**src/rtl/mix_columns_iter.sv**
```systemverilog
// Iterative AES MixColumns: one 128-bit state in, COLS_PER_CYCLE columns mixed per BUSY cycle, result held in DONE.
// Latency 4/COLS_PER_CYCLE cycles from accept to out_valid; no new accept until the result has been taken.
module mix_columns_iter #(
   parameter int COLS_PER_CYCLE = 1
) (
   input  logic         clk,
   input  logic         rst_n,
   input  logic         in_valid,
   output logic         in_ready,
   input  logic [127:0] in_state,
   output logic         out_valid,
   input  logic         out_ready,
   output logic [127:0] out_state,
   output logic         busy
);

   if (!(COLS_PER_CYCLE == 1 || COLS_PER_CYCLE == 2 || COLS_PER_CYCLE == 4)) begin : g_bad_cols
      $error("mix_columns_iter: COLS_PER_CYCLE must be 1, 2 or 4");
   end

   // A step of 4 truncates to 0, so the 2-bit counter wraps back on entry to DONE.
   localparam logic [1:0] CNT_STEP = 2'(COLS_PER_CYCLE);
   localparam logic [1:0] CNT_LAST = 2'(4 - COLS_PER_CYCLE);

   typedef enum logic [1:0] {
      IDLE = 2'd0,
      BUSY = 2'd1,
      DONE = 2'd2
   } state_t;

   state_t        state_q, state_d;
   logic [1:0]    cnt_q, cnt_d;
   logic [127:0]  work_q, work_d;
   logic [127:0]  out_state_q, out_state_d;

   function automatic logic [7:0] xtime(input logic [7:0] x);
      return {x[6:0], 1'b0} ^ (x[7] ? 8'h1b : 8'h00);
   endfunction

   function automatic logic [31:0] mix_col(input logic [31:0] col);
      logic [7:0] a0, a1, a2, a3;
      logic [7:0] b0, b1, b2, b3;
      a0 = col[31:24];
      a1 = col[23:16];
      a2 = col[15:8];
      a3 = col[7:0];
      b0 = xtime(a0) ^ (xtime(a1) ^ a1) ^ a2 ^ a3;
      b1 = a0 ^ xtime(a1) ^ (xtime(a2) ^ a2) ^ a3;
      b2 = a0 ^ a1 ^ xtime(a2) ^ (xtime(a3) ^ a3);
      b3 = (xtime(a0) ^ a0) ^ a1 ^ a2 ^ xtime(a3);
      return {b0, b1, b2, b3};
   endfunction

   always_comb begin
      state_d     = state_q;
      cnt_d       = cnt_q;
      work_d      = work_q;
      out_state_d = out_state_q;
      case (state_q)
         IDLE: begin
            if (in_valid) begin
               work_d  = in_state;
               cnt_d   = 2'd0;
               state_d = BUSY;
            end
         end
         BUSY: begin
            // Only the selected columns pass through the multipliers this cycle.
            for (int j = 0; j < COLS_PER_CYCLE; j++) begin
               work_d[127 - 32*(int'(cnt_q) + j) -: 32] =
                  mix_col(work_q[127 - 32*(int'(cnt_q) + j) -: 32]);
            end
            cnt_d = cnt_q + CNT_STEP;
            if (cnt_q == CNT_LAST) begin
               out_state_d = work_d;
               cnt_d       = 2'd0;
               state_d     = DONE;
            end
         end
         DONE: begin
            if (out_ready) begin
               state_d = IDLE;
            end
         end
         default: begin
            state_d = IDLE;
            cnt_d   = 2'd0;
         end
      endcase
   end

   always_ff @(posedge clk or negedge rst_n) begin
      if (!rst_n) begin
         state_q     <= IDLE;
         cnt_q       <= 2'd0;
         work_q      <= '0;
         out_state_q <= '0;
      end else begin
         state_q     <= state_d;
         cnt_q       <= cnt_d;
         work_q      <= work_d;
         out_state_q <= out_state_d;
      end
   end

   assign in_ready  = rst_n && (state_q == IDLE);
   assign busy      = (state_q == BUSY);
   assign out_valid = (state_q == DONE);
   assign out_state = out_state_q;

endmodule
```
**config.mk**
```make
export PLATFORM = sky130hd
export DESIGN_NAME = mix_columns_iter
export DESIGN_NICKNAME = d
export VERILOG_FILES = /design/src/rtl/mix_columns_iter.sv
export SDC_FILE = /design/constraint.sdc
export NUM_CORES = 1
export LEC_CHECK = 0
export ABC_AREA = 1
export BUFFER_PORTS_ARGS = -buffer_cell sky130_fd_sc_hd__buf_2
export CORE_MARGIN = 3
export CORE_UTILIZATION = 25
export DETAILED_ROUTE_END_ITERATION = 8
export PLACE_DENSITY = 0.54
export REMOVE_ABC_BUFFERS = 1
export SKIP_LAST_GASP = 1
export SLEW_MARGIN = 0
export SYNTH_ARGS = -nofsm -noshare
export SYNTH_HDL_FRONTEND = slang
export SYNTH_SLANG_ARGS = --single-unit
```
**constraint.sdc**
```tcl
create_clock -name clk -period 3.85 [get_ports clk]
set_input_delay 0.77 -clock clk [delete_from_list [all_inputs] [get_ports clk]]
set_output_delay 0.77 -clock clk [all_outputs]
set_load 0.02 [all_outputs]
```
After elaboration in Yosys (flattened, before gate mapping):

Cells that the tools add are included.

* register bits: 260
* bits of input ports: 132
* output and inout bits: 131
* word-level logic and storage cells: 58

* add/sub/neg operators: 3
* equality and inequality tests: 6
* shifts and indexed selects: 3
* multiplexer cells: 14
* bitwise operators: 21
* reduce and logical (&&, ||, !) cells: 7

Operator list (count)
* 128-bit one-hot mux with 2 select lines: 1
* 32-bit by 33-bit variable shift with 159-bit output (first input constant): 1
* 159-bit by 8-bit variable part select with 32-bit output: 1
* 32-bit by 33-bit variable part select with 159-bit output: 1
* 128-bit bitwise mux: 1
* 128-bit two-way mux: 1
* 8-bit XOR: 16
* 8-bit negator with 33-bit output: 1
* 8-bit by 5-bit XOR with 8-bit output: 4
* 5-bit two-way mux: 4
* 2-bit one-hot mux with 3 select lines: 2
* 2-bit two-way mux: 5
* 7-bit by 7-bit subtractor with 8-bit output (first input constant): 1
* 2-bit AND reduction: 3
* 2-bit == test (second input constant): 2
* 2-bit by 1-bit inequality test with 1-bit output (second input constant): 2
* 3-bit AND reduction: 1
* 2-bit by 1-bit adder with 2-bit output (second input constant): 1
* 2-bit by 1-bit == test with 1-bit output (second input constant): 1
* 2-bit logical NOT: 1
* 2-bit inequality test (second input constant): 1
* 2-bit nonzero test: 1
* 1-bit logical AND: 1
* 1-bit NOT: 1

Depth between registers and ports, before layout:

* depth in word-level cells: 11
* mapped depth: 19
* depth with buffers taken out: 16

Worst setup path before layout:

OpenSTA, ideal clock, no wires.

* path type: reg2reg
* start point: reg cnt_q[0]
* end point: reg work_q[117]
* setup time: 66 ps
* arrival time: 2333 ps
* required time: 3784 ps
* slack: 1451 ps
* cell stages (with the launch flop): 15
* buffers on the path: 6
* clock period less this slack: 2399 ps
* cell sequence: dfrtp_1 > buf_6 > inv_4 > buf_8 > buf_6 > clkbuf_1 > buf_2 > ha_1 > inv_1 > nor2_1 > clkbuf_1 > nand4_1 > nand3_1 > nand2_1 > nand2_1

* cells in the longest elaborated chain, start to end: 11
* elaborated cells on any way between the ends: 31
* classes of those cells: add/sub: 2; shift: 3; mux: 6; bitwise: 20

Ends and longest elaborated chain
* from (decl): line 32 `logic [1:0] cnt_q, cnt_d;`
* from (signal assigned): line 100 `cnt_q <= cnt_d;`
* 7-bit by 7-bit subtractor with 8-bit output (*): line 70, 71
* 159-bit by 8-bit variable part select with 32-bit output: line 71 `mix_col(work_q[127 - 32*(int'(cnt_q) + j) -: 32]);`
* 5-bit two-way mux: line 37 `return {x[6:0], 1'b0} ^ (x[7] ? 8'h1b : 8'h00);`
* 8-bit by 5-bit XOR with 8-bit output: line 37
* 8-bit XOR (on tied branches) (4 in a row): line 50, 47
* 32-bit by 33-bit variable part select with 159-bit output: line 70 `work_d[127 - 32*(int'(cnt_q) + j) -: 32] =`
* 128-bit bitwise mux (*): line 70
* 128-bit one-hot mux with 2 select lines (*): line 59 `case (state_q)`
* to (signal assigned): line 101 `work_q <= work_d;`
* to (decl): line 33 `logic [127:0] work_q, work_d;`

Every way passes the cells marked *; elsewhere a longest branch is shown, timed or not.
A chain may end at the register's enable or synchronous reset.

Final worst setup path:

* start point: reg state_q[0]
* end point: out busy

* cells in the longest elaborated chain, start to end: 1

Ends and longest elaborated chain
* from (decl): line 31 `state_t state_q, state_d;`
* from (signal assigned): line 99 `state_q <= state_d;`
* 2-bit by 1-bit == test with 1-bit output: line 107 `assign busy = (state_q == BUSY);`
* to (decl): line 14 `output logic busy`

Every way passes these cells.

==> results.md <==
- Syn_area_per_cell: 6.53 sq um
- Root buf cell: clkbuf_16
- Crit-path slowest cell: dfrtp_4
- Final ANT Viol Nets: 0
- Crit path launch type: flop
- Total of max-cap violations: 0
- Seq/Total Area, Yosys: 0.409
- Sinks on Clock Net: 260
- Setup bufs post-CTS: 0
- Post-synthesis cell count: 2438
- Result of the run: complete, no violations
- Most frequent cells in the layout: 1156 x nand2_1, 281 x nand3_1, 279 x nor2_1
- Endpoints failing setup: 0
- Crit-path max FO: 33
- Total negative setup slack: 0 ns
- Setup CP Type: reg2out
- Slew @ Worst Pin: 0.907 ns
- Clock Tree Buf Depth: 3
- DR iter-0 viols: 1599
- Final Hold Viols: 0
- Register-to-register setup slack: 1.02 ns
- Nets@finish: 2763
- Synth warn: 0
- Crit path time final: 2.87 ns
- Port-buffer cells: 262
- Die Area: 66700 sq um
- Core area: 62300 sq um
- First-pass GRT wire length: 100000 um
- Routed vias/inst: 4.86
- Worst-path clk slew: 0.06 ns
- Syn-to-layout area delta: 21.1%
- Vias: 17000
- CTS tree: done
- Yosys top cell area share: 0.409
- Slack of the critical path: 0.984 ns
- Later-pin clock latency in the skew report: 0.55 ns
- Dominant cells by area after synthesis: dfrtp_1 41%, nand2_1 27%, nand3_1 8.8%, nor2_1 6.7%, a31oi_1 2.6%
- Cells on worst reg2reg path: 14
- Gp weighted congestion: 0.835
- RSZ-0062 raised after global routing: false
- Post_cts resized: 0
- Placed wire-length estimate: 45100 um
- Hold-fix buffers, CTS: 0
- Die Ht: 258 um
- Distinct cell type count after synthesis: 32
- First-pass DRT Iterations: 5
- Hold Path Class: in2async
- Rel. slew slack: 0.396
- Initial antenna violation count: 5
- Commonest non-fill, non-tap cell in the layout: nand2_1
- Number of global-route vias before repair: 16100
- Grt ovf: 0
- Worst-path cell chain: inv_2 > nor2_4 > buf_4 > buf_2
- Crit path capture type: output port
- Clk_skew: 0.0206 ns
- Critical Path AT: 2.10 ns
- Initial Util: 0.255
- Flops & latches, synth: 260
- Routed WL: 65800 um
- Share of layout cells above drive strength 1: 0.155
- Max-slew violations: 0
- Fmax: 349 MHz
- # DRC: 0
- Critical Path RT: 3.08 ns
- Width of the die: 258 um
- Part of the cycle the worst path needs: 0.744
- Crit-path max cell delay: 0.67 ns
- Routed WL per cell: 18.9 um
- IO Count: 263
- Library cell with the largest summed area after synthesis: dfrtp_1
- Post-Place Setup Slack: 1.06 ns
- Tot GR Track Use: 0.194
- Num CTS Buffers: 34
- Core Rows: 91
- Largest net degree at the start of global routing: 138
- Area of the mapped netlist: 15900 sq um
- H-tree Lvls: 2
==> flip-flops by register name, indices dropped and copies added (netlist names) <==
| register | count |
|---|---|
| out_state | 128 |
| work_q | 128 |
| cnt_q | 2 |
| state_q | 2 |
==> cell usage after synthesis (all sizes together) <==
master and n:
clkinv 2, ha 4, nand3b 7, nand2 1191, o31ai 1, dfrtp 260
a21oi 30, buf 56, nor2 284, a22oi 7, inv 51, a21o 1
a221oi 32, o21ai 13, nand4 59, a31oi 66, xnor2 6, nand3 282
clkbuf 85, nor3b 1
==> layer usage <==
layer,share of wire,up-vias,global-route usage
met5,0.00017,-,0
met4,0.028,2,0.0625
met3,0.060,99,0.0294
met2,0.45,578,0.310
met1,0.46,7954,0.269
li1,-,8331,-
==> metrics by stage <==
stage          hold WS, ns  area (sq um)  std cells  utilization
6_report             0.128         19300       3490        0.309
5_1_grt              0.130         19300       3490        0.309
4_1_cts              0.107         19300       3488        0.309
3_5_place_dp         0.460         18100       3428        0.290
3_3_place_gp         0.460         18100       3428        0.290
2_1_floorplan        0.471         15300       2297            -
==> area by class of cell <==
type	instances	area, sq um
diodes	2	5.00
clock buffers	48	1020
clock inverters	12	164
fillers	6931	43000
inverters	53	206
multi-input cells	1984	8610
flip-flops and latches	260	6520
well taps	837	1050
repair buffers	294	1700
==> worst paths after layout <==
| path | from | endpoint |
|---|---|---|
| max in group asynchronous | rst_n | cnt_q[0] |
| min in group clk | out_ready | state_q[1] |
| setup reg to reg | cnt_q[0] | work_q[14] |
| hold / removal | rst_n | work_q[74] |
| hold reg to reg | out_state[48] | out_state[48] |
| setup / recovery | state_q[0] | busy |
==> critical path, delay by kind of cell, from the launching register on <==
kind,cells,cell delay [ns]
buf+inv,3,0.76
simple gates,1,0.10
flops,1,0.67
==> logic make-up (layout without fill, tap and decap cells) <==
kind of cell	after synthesis	after routing	synth area share
buffers and inverters	194	407	0.0529
adders and majority gates	4	4	0.00315
DFF	260	260	0.409
other	0	2	0
and+or+nand+nor	1824	1824	0.470
AOI/OAI and AO/OA	150	150	0.0613
xor gates and xnor gates	6	6	0.00378
Power is left out: the tool's default activity adds up to more than one toggle a clock period on the data nets, which glitch-free logic cannot reach.
